### config.mk
export PLATFORM = sky130hd
export DESIGN_NAME = iterative_muldiv_flat
export DESIGN_NICKNAME = d
export VERILOG_FILES = /design/src/rtl/muldiv_pkg.sv /design/src/rtl/iterative_muldiv_if.sv /design/src/rtl/muldiv_step.sv /design/src/rtl/iterative_muldiv.sv /design/src/flat_wrapper.sv
export SDC_FILE = /design/constraint.sdc
export NUM_CORES = 1
export LEC_CHECK = 0
export CORE_MARGIN = 3
export CORE_UTILIZATION = 40
export DETAILED_ROUTE_END_ITERATION = 8
export DONT_BUFFER_PORTS = 1
export GPL_TIMING_DRIVEN = 0
export MAX_ROUTING_LAYER = met4
export PLACE_DENSITY_LB_ADDON = 0.2
export REMOVE_ABC_BUFFERS = 1
export SYNTH_ARGS = -nofsm -noshare
export SYNTH_HDL_FRONTEND = slang
export SYNTH_SLANG_ARGS = --single-unit
### constraint.sdc
create_clock -name CLK -period 10.2 [get_ports CLK]
set_input_delay 2.04 -clock CLK [delete_from_list [all_inputs] [get_ports CLK]]
set_output_delay 2.04 -clock CLK [all_outputs]
set_load 0.01 [all_outputs]
### src/rtl/muldiv_pkg.sv
// Shared encodings and default widths for the iterative multiply/divide unit.
package muldiv_pkg;

  localparam int DEFAULT_WIDTH  = 16;
  localparam int DEFAULT_ADDR_W = 4;

  typedef enum logic [1:0] {
    OP_MUL  = 2'b00,
    OP_MULH = 2'b01,
    OP_DIV  = 2'b10,
    OP_REM  = 2'b11
  } op_e;

  typedef enum logic [2:0] {
    IDLE  = 3'd0,
    SETUP = 3'd1,
    ITER  = 3'd2,
    FIX   = 3'd3,
    DONE  = 3'd4
  } state_e;

endpackage

### src/rtl/iterative_muldiv_if.sv
// Request/response bundle between decode, the register file ports and the muldiv unit.
interface iterative_muldiv_if #(
  parameter int WIDTH  = muldiv_pkg::DEFAULT_WIDTH,
  parameter int ADDR_W = muldiv_pkg::DEFAULT_ADDR_W
);
  import muldiv_pkg::*;

  logic                     in_Start;
  op_e                      in_Op;
  logic signed [WIDTH-1:0]  in_OperandA;
  logic signed [WIDTH-1:0]  in_OperandB;
  logic [ADDR_W-1:0]        in_DestAddr;
  logic                     out_Busy;
  logic                     out_Done;
  logic signed [WIDTH-1:0]  out_Result;
  logic                     out_RegWrite;
  logic [ADDR_W-1:0]        out_WriteAddr;

  modport master (
    output in_Start, in_Op, in_OperandA, in_OperandB, in_DestAddr,
    input  out_Busy, out_Done, out_Result, out_RegWrite, out_WriteAddr
  );

  modport slave (
    input  in_Start, in_Op, in_OperandA, in_OperandB, in_DestAddr,
    output out_Busy, out_Done, out_Result, out_RegWrite, out_WriteAddr
  );

endinterface

### src/rtl/muldiv_step.sv
// One unsigned iteration on the shared accumulator: shift-add multiply or restoring divide.
module muldiv_step #(
  parameter int WIDTH = muldiv_pkg::DEFAULT_WIDTH
) (
  input  logic                 is_div,
  input  logic [2*WIDTH:0]     acc_i,
  input  logic [WIDTH:0]       opnd_i,
  output logic [2*WIDTH:0]     acc_o
);

  localparam int AW = 2*WIDTH + 1;

  logic [WIDTH+1:0] sum;
  logic [WIDTH:0]   shifted;
  logic [WIDTH+1:0] diff;
  logic [WIDTH:0]   rem_next;

  // Multiply: acc = {partial product, multiplier}; divide: acc = {remainder, dividend/quotient}.
  always_comb begin
    sum      = {1'b0, acc_i[AW-1:WIDTH]} + {1'b0, opnd_i};
    shifted  = {acc_i[2*WIDTH-1:WIDTH], acc_i[WIDTH-1]};
    diff     = {1'b0, shifted} - {1'b0, opnd_i};
    rem_next = diff[WIDTH+1] ? shifted : diff[WIDTH:0];
    acc_o    = '0;
    if (is_div) begin
      acc_o = {rem_next, acc_i[WIDTH-2:0], ~diff[WIDTH+1]};
    end else if (acc_i[0]) begin
      acc_o = {sum, acc_i[WIDTH-1:1]};
    end else begin
      acc_o = {1'b0, acc_i[AW-1:1]};
    end
  end

endmodule

### src/rtl/iterative_muldiv.sv
// Multi-cycle signed MUL/MULH/DIV/REM unit: sign-magnitude iteration with a final sign fix-up,
// result returned through the register file write port.
module iterative_muldiv #(
  parameter int WIDTH  = muldiv_pkg::DEFAULT_WIDTH,
  parameter int ADDR_W = muldiv_pkg::DEFAULT_ADDR_W,
  parameter int ITERS  = muldiv_pkg::DEFAULT_WIDTH
) (
  input  logic              CLK,
  input  logic              RST,
  iterative_muldiv_if.slave bus
);
  import muldiv_pkg::*;

  localparam int AW = 2*WIDTH + 1;
  localparam int CW = $clog2(ITERS);

  state_e                  state_q, state_d;
  op_e                     op_q;
  logic signed [WIDTH-1:0] a_q, b_q;
  logic [ADDR_W-1:0]       dest_q;
  logic [WIDTH:0]          mag_a_q, mag_b_q;
  logic [WIDTH:0]          mag_a_d, mag_b_d;
  logic                    sign_q;
  logic                    div0_q;
  logic [CW-1:0]           cnt_q;
  logic [AW-1:0]           acc_q, acc_step;
  logic [WIDTH:0]          step_opnd;
  logic                    is_div;
  logic                    div_by_zero;
  logic [WIDTH-1:0]        fix_result;
  logic [2*WIDTH-1:0]      prod_signed;
  logic [WIDTH-1:0]        quo_signed, rem_signed;
  logic signed [WIDTH-1:0] result_q;
  logic [ADDR_W-1:0]       waddr_q;

  // |v| needs one extra bit so that the most negative operand has a representable magnitude.
  function automatic logic [WIDTH:0] magnitude(input logic signed [WIDTH-1:0] v);
    logic signed [WIDTH:0] ext;
    ext = {v[WIDTH-1], v};
    return ext[WIDTH] ? -ext : ext;
  endfunction

  function automatic logic [2*WIDTH-1:0] apply_sign_wide(input logic [2*WIDTH-1:0] v,
                                                         input logic neg);
    return neg ? -v : v;
  endfunction

  function automatic logic [WIDTH-1:0] apply_sign(input logic [WIDTH-1:0] v, input logic neg);
    return neg ? -v : v;
  endfunction

  assign is_div      = (op_q == OP_DIV) || (op_q == OP_REM);
  assign div_by_zero = is_div && (b_q == '0);
  assign mag_a_d     = magnitude(a_q);
  assign mag_b_d     = magnitude(b_q);
  assign step_opnd   = is_div ? mag_b_q : mag_a_q;

  muldiv_step #(.WIDTH(WIDTH)) u_step (
    .is_div (is_div),
    .acc_i  (acc_q),
    .opnd_i (step_opnd),
    .acc_o  (acc_step)
  );

  always_ff @(posedge CLK) begin
    if (!RST) begin
      state_q <= IDLE;
    end else begin
      state_q <= state_d;
    end
  end

  // Divide-by-zero passes through FIX so its special value lands in the same result register.
  always_comb begin
    state_d = state_q;
    case (state_q)
      IDLE:    if (bus.in_Start) state_d = SETUP;
      SETUP:   state_d = div_by_zero ? FIX : ITER;
      ITER:    if (cnt_q == CW'(ITERS-1)) state_d = FIX;
      FIX:     state_d = DONE;
      DONE:    state_d = IDLE;
      default: state_d = IDLE;
    endcase
  end

  always_comb begin
    prod_signed = apply_sign_wide(acc_q[2*WIDTH-1:0], sign_q);
    quo_signed  = apply_sign(acc_q[WIDTH-1:0], sign_q);
    rem_signed  = apply_sign(acc_q[2*WIDTH-1:WIDTH], sign_q);
    fix_result  = '0;
    if (div0_q) begin
      fix_result = (op_q == OP_DIV) ? '1 : a_q;
    end else begin
      case (op_q)
        OP_MUL:  fix_result = prod_signed[WIDTH-1:0];
        OP_MULH: fix_result = prod_signed[2*WIDTH-1:WIDTH];
        OP_DIV:  fix_result = quo_signed;
        default: fix_result = rem_signed;
      endcase
    end
  end

  always_ff @(posedge CLK) begin
    if (!RST) begin
      op_q     <= OP_MUL;
      a_q      <= '0;
      b_q      <= '0;
      dest_q   <= '0;
      mag_a_q  <= '0;
      mag_b_q  <= '0;
      sign_q   <= 1'b0;
      div0_q   <= 1'b0;
      cnt_q    <= '0;
      acc_q    <= '0;
      result_q <= '0;
      waddr_q  <= '0;
    end else begin
      case (state_q)
        IDLE: begin
          if (bus.in_Start) begin
            op_q   <= bus.in_Op;
            a_q    <= bus.in_OperandA;
            b_q    <= bus.in_OperandB;
            dest_q <= bus.in_DestAddr;
          end
        end
        SETUP: begin
          mag_a_q <= mag_a_d;
          mag_b_q <= mag_b_d;
          sign_q  <= (op_q == OP_REM) ? a_q[WIDTH-1] : (a_q[WIDTH-1] ^ b_q[WIDTH-1]);
          div0_q  <= div_by_zero;
          cnt_q   <= '0;
          acc_q   <= {{(WIDTH+1){1'b0}}, is_div ? mag_a_d[WIDTH-1:0] : mag_b_d[WIDTH-1:0]};
        end
        ITER: begin
          acc_q <= acc_step;
          cnt_q <= cnt_q + 1'b1;
        end
        FIX: begin
          result_q <= fix_result;
          waddr_q  <= dest_q;
        end
        default: ;
      endcase
    end
  end

  assign bus.out_Busy      = (state_q != IDLE);
  assign bus.out_Done      = (state_q == DONE);
  assign bus.out_RegWrite  = (state_q == DONE) && (waddr_q != '0);
  assign bus.out_Result    = result_q;
  assign bus.out_WriteAddr = waddr_q;

endmodule

### src/flat_wrapper.sv
// flat-port wrapper written by rule: the top's interface ports become plain ports
module iterative_muldiv_flat import muldiv_pkg::*;
#(
  parameter int WIDTH  = muldiv_pkg::DEFAULT_WIDTH,
  parameter int ADDR_W = muldiv_pkg::DEFAULT_ADDR_W,
  parameter int ITERS  = muldiv_pkg::DEFAULT_WIDTH
)
  (CLK, RST, bus_in_Start, bus_in_Op, bus_in_OperandA, bus_in_OperandB, bus_in_DestAddr, bus_out_Busy, bus_out_Done, bus_out_Result, bus_out_RegWrite, bus_out_WriteAddr);
  iterative_muldiv_if #(.WIDTH(WIDTH), .ADDR_W(ADDR_W)) bus_i ();
  input  logic CLK;
  input  logic RST;
  input wire logic [$bits(bus_i.in_Start)-1:0] bus_in_Start;
  input wire logic [$bits(bus_i.in_Op)-1:0] bus_in_Op;
  input wire logic [$bits(bus_i.in_OperandA)-1:0] bus_in_OperandA;
  input wire logic [$bits(bus_i.in_OperandB)-1:0] bus_in_OperandB;
  input wire logic [$bits(bus_i.in_DestAddr)-1:0] bus_in_DestAddr;
  output wire logic [$bits(bus_i.out_Busy)-1:0] bus_out_Busy;
  output wire logic [$bits(bus_i.out_Done)-1:0] bus_out_Done;
  output wire logic [$bits(bus_i.out_Result)-1:0] bus_out_Result;
  output wire logic [$bits(bus_i.out_RegWrite)-1:0] bus_out_RegWrite;
  output wire logic [$bits(bus_i.out_WriteAddr)-1:0] bus_out_WriteAddr;
  assign bus_i.in_Start = bus_in_Start;
  assign bus_i.in_Op = bus_in_Op;
  assign bus_i.in_OperandA = bus_in_OperandA;
  assign bus_i.in_OperandB = bus_in_OperandB;
  assign bus_i.in_DestAddr = bus_in_DestAddr;
  assign bus_out_Busy = bus_i.out_Busy;
  assign bus_out_Done = bus_i.out_Done;
  assign bus_out_Result = bus_i.out_Result;
  assign bus_out_RegWrite = bus_i.out_RegWrite;
  assign bus_out_WriteAddr = bus_i.out_WriteAddr;
  iterative_muldiv #(.WIDTH(WIDTH), .ADDR_W(ADDR_W), .ITERS(ITERS)) u_core (.CLK(CLK), .RST(RST), .bus(bus_i));
endmodule
==> results of run 1 <==
-- per-layer routing --
metal / vias to the layer above / global-route usage / share of wire
met4: 0 / 0.0600 / 0.017
met3: 23 / 0.0348 / 0.036
li1: 4204 / - / -
met5: - / - / 0
met1: 3862 / 0.300 / 0.48
met2: 168 / 0.337 / 0.46
-- worst reg2reg max path, stage by stage (launching register included) --
cell	delay, ps
dfxtp_4	630
buf_16	380
mux2_2	460
inv_1	70
ha_1	250
o211ai_1	170
a21oi_1	90
o31ai_1	500
o21ai_0	360
o21ai_2	460
buf_8	250
mux2i_1	200
nor2_1	60
a211o_1	250
-- cell usage in the layout (no fill, tap or decap), types with 7 or more instances in the layout --
cell type,instances
clkbuf_16,17
dfxtp_1,133
xnor2_1,43
nand2_1,194
o21ai_0,66
nor2b_1,9
nor2_1,124
a21oi_1,126
nor4_1,13
nand2b_1,12
o211ai_1,19
a21o_1,7
mux2i_1,34
xor2_1,38
nand3_1,14
a31oi_1,8
ha_1,39
a22o_1,7
o31ai_1,22
a211oi_1,25
nor3_1,36
mux2_2,17
inv_1,34
o22ai_1,10
or3_1,9
or4_1,7
-- kinds of logic after synthesis --
group                    after synthesis  share of synthesized area
multiplexers                          51                     0.0585
flip-flops                           134                      0.295
AO/OA/AOI/OAI                        339                      0.233
adder cells (fa/ha/maj)               41                     0.0581
AND/OR/NAND/NOR                      454                      0.225
buffers and inverters                122                     0.0518
XOR/XNOR                              81                     0.0781
-- area by class of cell --
| type | count | area [um^2] | share of cell area |
|---|---|---|---|
| multi-input cells | 966 | 5950 | 0.606 |
| flip-flops and latches | 134 | 2690 | 0.274 |
| clock buffers | 19 | 433 | 0.0441 |
| well taps | 280 | 350 | 0.0357 |
| clock inverters | 13 | 170 | 0.0173 |
| inverters | 35 | 136 | 0.0139 |
| repair buffers | 7 | 95.1 | 0.00969 |
-- final timing paths --
path	end	startpoint
worst max register to register	u_core.acc_q[26]	u_core.op_q[1]
worst min register to register	u_core.mag_b_q[2]	u_core.mag_b_q[2]
worst max-delay path	u_core.acc_q[26]	u_core.op_q[1]
worst min-delay path	u_core.mag_b_q[2]	u_core.mag_b_q[2]
-- metrics by stage --
step	setup WS (ps)	instance area [um^2]	power, mW	util
after floorplan	3560	8750	1.22	-
after global placement	756	9100	1.41	0.412
after detailed placement	5650	9200	1.42	0.416
after CTS	5960	9800	2.06	0.444
after global routing	5680	9820	2.20	0.444
final	5980	9820	2.06	0.444
-- power by group through the flow --
stage	combinational, mW	clock [mW]	sequential (mW)
after floorplan	0.568	0	0.651
after detailed placement	0.744	0	0.673
final	0.750	0.644	0.663
after CTS	0.749	0.651	0.662
after global routing	0.845	0.678	0.675
after global placement	0.726	0	0.681
-- cells in the mapped netlist (all sizes together) (7+ instances only) --
master / number
a211oi: 25
a21o: 7
a21oi: 126
a22o: 7
a31oi: 8
buf: 14
clkbuf: 73
dfxtp: 134
ha: 39
inv: 34
mux2: 17
mux2i: 34
nand2: 194
nand2b: 13
nand3: 14
nor2: 124
nor2b: 10
nor3: 38
nor4: 13
o211ai: 19
o21ai: 68
o22ai: 10
o31ai: 22
or3: 9
or4: 9
xnor2: 43
xor2: 38
-- flip-flops by register name (all words and copies together), names as in the netlist, 3 cells and up --
name                      count
u_core.bus.out_WriteAddr      4
u_core.b_q                   16
u_core.bus.out_Result        16
u_core.dest_q                 4
u_core.state_q                3
u_core.mag_a_q               17
u_core.a_q                   16
u_core.cnt_q                  4
u_core.mag_b_q               17
u_core.acc_q                 33
==> results.txt, run 1 <==
outcome = finished clean
sw frac = 0.383
Power per Cell Area = 210 mW/mm^2
Netlist cell types = 68
die area = 0.0246 mm^2
post-DP HPWL = 18300 um
P_int = 1.27 mW
P_leak = 3.70 nW
number of DRC markers in iteration 0 = 665
starting density of the core = 0.411
DR vias/cell = 5.68
Post-CTS Setup Inserts = 0
Worst R2R Path Depth = 13
asr flop ratio synth = 0
WP data arrival = 4540 ps
period utilization = 0.414
crit path cell chain = buf_16 -> mux2_2 -> inv_1 -> ha_1 -> o211ai_1 -> a21oi_1 -> o31ai_1 -> o21ai_0 -> o21ai_2 -> buf_8 -> mux2i_1 -> nor2_1 -> a211o_1
Clock Latency Late Sink = 430 ps
Post-synth top flop = dfxtp_1
routed via count = 8257
startpoint types = flip-flop
Max Transition Viols Final = 0
# diodes = 0
Min Clock Period, post-route = 4220 ps
final WL = 25700 um
worst hold path class = flip-flop to flip-flop
critical path's slowest cell = dfxtp_4
I/O Pins = 64
ratio of cells with drive above 1 in the final layout = 0.0639
yosys warns = 0
Sink Count = 134
dpl cells = 1421
Switch Pwr = 0.787 mW
clk buf depth = 2
Worst path max stage delay = 630 ps
syn avg cell area = 7.43 um^2
core outline area = 0.0221 mm^2
Slew headroom = 0.132
P&R area growth vs syn = 8.06%
DRT antenna net count = 0
RSZ-0062 raised after global routing = false
clock power share = 0.313
Worst R2R Setup Slack = 5980 ps
highest clock rate = 0.237 GHz
WL/cell = 17.7 um
hold depth = 2
Post-synth EDFFs = 0
post-cts gate resize count = 0
Seq/Total Area, Yosys = 0.295
top cell type by total area after synthesis = dfxtp_1
Post-Syn Area = 0.00908 mm^2
initial antenna violation count = 0
Final setup viols = 0
Slew @ Worst Pin = 1300 ps
clock root buffer = clkbuf_16
DRT Pass-1 Iters = 5
CP Max Fanout = 71
Gate power share = 0.365
# fillers = 2243
# rows = 54
Flop pwr share = 0.322
largest net degree at the start of global routing = 105
Cell Count, Final, Fillers Out = 1454
Max H-tree Level = 4
die height = 157 um
Worst EP required = 10520 ps
top cell type's share of synthesized area = 0.295
largest cells by area after synthesis = dfxtp_1 (30%), nand2_1 (8.0%), a21oi_1 (6.9%), ha_1 (5.4%), nor2_1 (5.1%)
CP Capture Type = flip-flop
total congestion overflow = 0
vias in the first global route = 7744
Worst VDD drop = 0.0937 mV
CTS tree = done
first-pass GRT wire length = 42200 um
Post-Syn Instances = 1222
GP Congestion = 0.837
GR Util All Layers = 0.219
setup tns final = 0 ps
Max Cap Violations = 0
Worst Clk Skew = 8.58 ps
Yosys reg bits = 134
CTS buffer count = 17
port buffer count = 0
Fin. Hold Viols = 0
clock transition at the registers of the reported paths = 60 ps
Min Hold Slack = 454 ps
Crit path depth = 13
WP buf/inv = 3
Crit Path Category = flip-flop to flip-flop
# DRC = 0
Crit path max-delay family = compound AO/OA/AOI/OAI gates
Hold Buf Count CTS = 0
Die W = 157 um
Nets = 1243
(Power assumes the default switching activity.)
==> run 2: changes to the inputs <==
- clock period: 10.2 -> 3.73 ns (I/O delays scaled with it)
==> run 2 against run 1 <==
  * Global-route usage increased by 0.44 points
  * Clock power increased to 2.7 times the previous value
  * Sequential cell count unchanged
  * Sequential power increased to 2.7 times the previous value
  * First-iteration DRC count decreased by 2.6%
  * Sequential share of layout area decreased by 0.34 points
  * Die area unchanged
  * Core utilization increased by 0.58 points
  * Power increased to 2.8 times the previous value
  * Largest power group unchanged
==> results.txt, run 2 (same netlist as run 1, synthesis figures left out) <==
die area = 0.0246 mm^2
setup tns final = 0 ps
dpl cell area = 0.00920 mm^2
largest registers = u_core.acc_q (33), u_core.mag_a_q (17), u_core.mag_b_q (17)
DR vias/cell = 5.73
Crit Path Category = flip-flop to flip-flop
WL/cell = 17.9 um
number of flip-flops in the largest register = 33
largest net degree at the start of global routing = 105
# fillers = 2234
DRT Pass-1 Iters = 7
I/O Pins = 64
total congestion overflow = 0
final WL = 26300 um
Max Transition Viols Final = 0
outcome = finished clean
largest reg by FF count = u_core.acc_q
crit path cell chain = buf_16 -> mux2_2 -> ha_1 -> fa_1 -> a21oi_1 -> o22ai_1 -> o31ai_2 -> o21ai_0 -> a21oi_1 -> xor2_1 -> o21ai_0 -> a32o_1
die height = 157 um
crit path launch = u_core.op_q[1]
Sink Count = 134
worst hold path class = input pin to flip-flop
post-route worst setup slack = 172 ps
clock transition at the registers of the reported paths = 60 ps
Critical Path End = u_core.acc_q[31]
ratio of cells with drive above 1 in the final layout = 0.0752
routed via count = 8390
Final setup viols = 0
clock root buffer = clkbuf_16
Place WS = -496 ps
# diodes = 0
final core occ = 0.450
Worst R2R Path Depth = 12
Reg-to-Reg End = u_core.acc_q[31]
Fin. Hold Viols = 0
Worst VDD drop = 0.262 mV
Nets = 1253
startpoint types = flip-flop
Min Clock Period, post-route = 3560 ps
vias in the first global route = 7851
CTS buffer count = 17
P&R area growth vs syn = 9.48%
number of DRC markers in iteration 0 = 648
Die W = 157 um
commonest non-fill, non-tap cell in the layout = nand2_1
Slew headroom = 0.146
clk buf depth = 2
port buffer count = 0
CP Max Fanout = 36
# rows = 54
Worst R2R Setup Slack = 170 ps
CTS tree = done
initial antenna violation count = 0
first-pass GRT wire length = 42900 um
Hold Buf Count CTS = 0
Worst Clk Skew = 8.00 ps
core outline area = 0.0221 mm^2
starting density of the core = 0.411
Power per Cell Area = 575 mW/mm^2
DRT antenna net count = 0
Worst path max stage delay = 520 ps
worst r2r src = u_core.op_q[1]
WP data arrival = 3880 ps
Slew @ Worst Pin = 1280 ps
CP Capture Type = flip-flop
GR Util All Layers = 0.224
Worst EP required = 4050 ps
period utilization = 0.954
Finished Cell Area = 0.00995 mm^2
critical path's slowest cell = dfxtp_4
RSZ-0062 raised after global routing = false
post-DP HPWL = 18300 um
Clock Latency Late Sink = 430 ps
P_leak = 3.76 nW
# DRC = 0
Max H-tree Level = 4
GP Congestion = 0.837
most frequent cells in the layout = nand2_1 (194), dfxtp_1 (132), a21oi_1 (126), nor2_1 (124), o21ai_0 (65)
Max Cap Violations = 0
highest clock rate = 0.281 GHz
==> run 2: area by class of cell <==
class / count / area (um^2) / share of cell area
clock buffer: 19 / 433 / 0.0435
clock inverter: 13 / 170 / 0.0171
inverter: 35 / 140 / 0.0141
multi-input combinational: 966 / 5960 / 0.599
sequential: 134 / 2690 / 0.270
tap: 280 / 350 / 0.0352
timing repair buffer: 17 / 209 / 0.0210
==> run 2: critical path, delay by kind of cell (launching register included) <==
kind	cells	cell delay [ps]
muxes	1	390
AOI/OAI and AO/OA	7	1440
adders and majority gates	2	650
DFF	1	520
xor gates and xnor gates	1	150
buffers and inverters	1	260
==> run 2: routing by layer <==
layer,GRT usage,part of all wire,vias to the layer above,wire (um)
met3,0.0343,0.042,26,1110
met1,0.305,0.48,3949,12500
li1,-,-,4223,-
met4,0.0584,0.017,0,459
met5,-,0,-,0
met2,0.346,0.46,192,12200
==> run 2: timing repair <==
item	4_1_cts	5_1_grt
pin swaps	1	2
buffers inserted	4	5
setup endpoints to repair	22	12
resized for setup	5	0
gates cloned	1	0
==> run 2: worst min path at each step <==
stage,start,endpoint,slack [ps],depth (start not counted)
global route,bus_in_DestAddr[3],u_core.dest_q[3],440,2
CTS,bus_in_OperandB[11],u_core.b_q[11],440,2
finish,bus_in_OperandA[8],u_core.a_q[8],450,2
floorplan,u_core.dest_q[0],u_core.bus.out_WriteAddr[0],430,2
detailed placement,u_core.dest_q[1],u_core.bus.out_WriteAddr[1],450,2
global placement,u_core.dest_q[1],u_core.bus.out_WriteAddr[1],440,2
==> run 2: report_power, final <==
group          internal, mW  switching [mW]  total [mW]
Combinational         0.899            1.24        2.14
Sequential             1.58           0.234        1.81
Clock                  1.06           0.698        1.76
==> run 2: per-stage QoR <==
stage	total power [mW]	instances	hold WS (ps)
3_3_place_gp	3.85	1415	441
2_1_floorplan	3.33	1135	432
3_5_place_dp	3.87	1421	446
6_report	5.71	1464	448
5_1_grt	6.10	1464	436
4_1_cts	5.70	1458	437
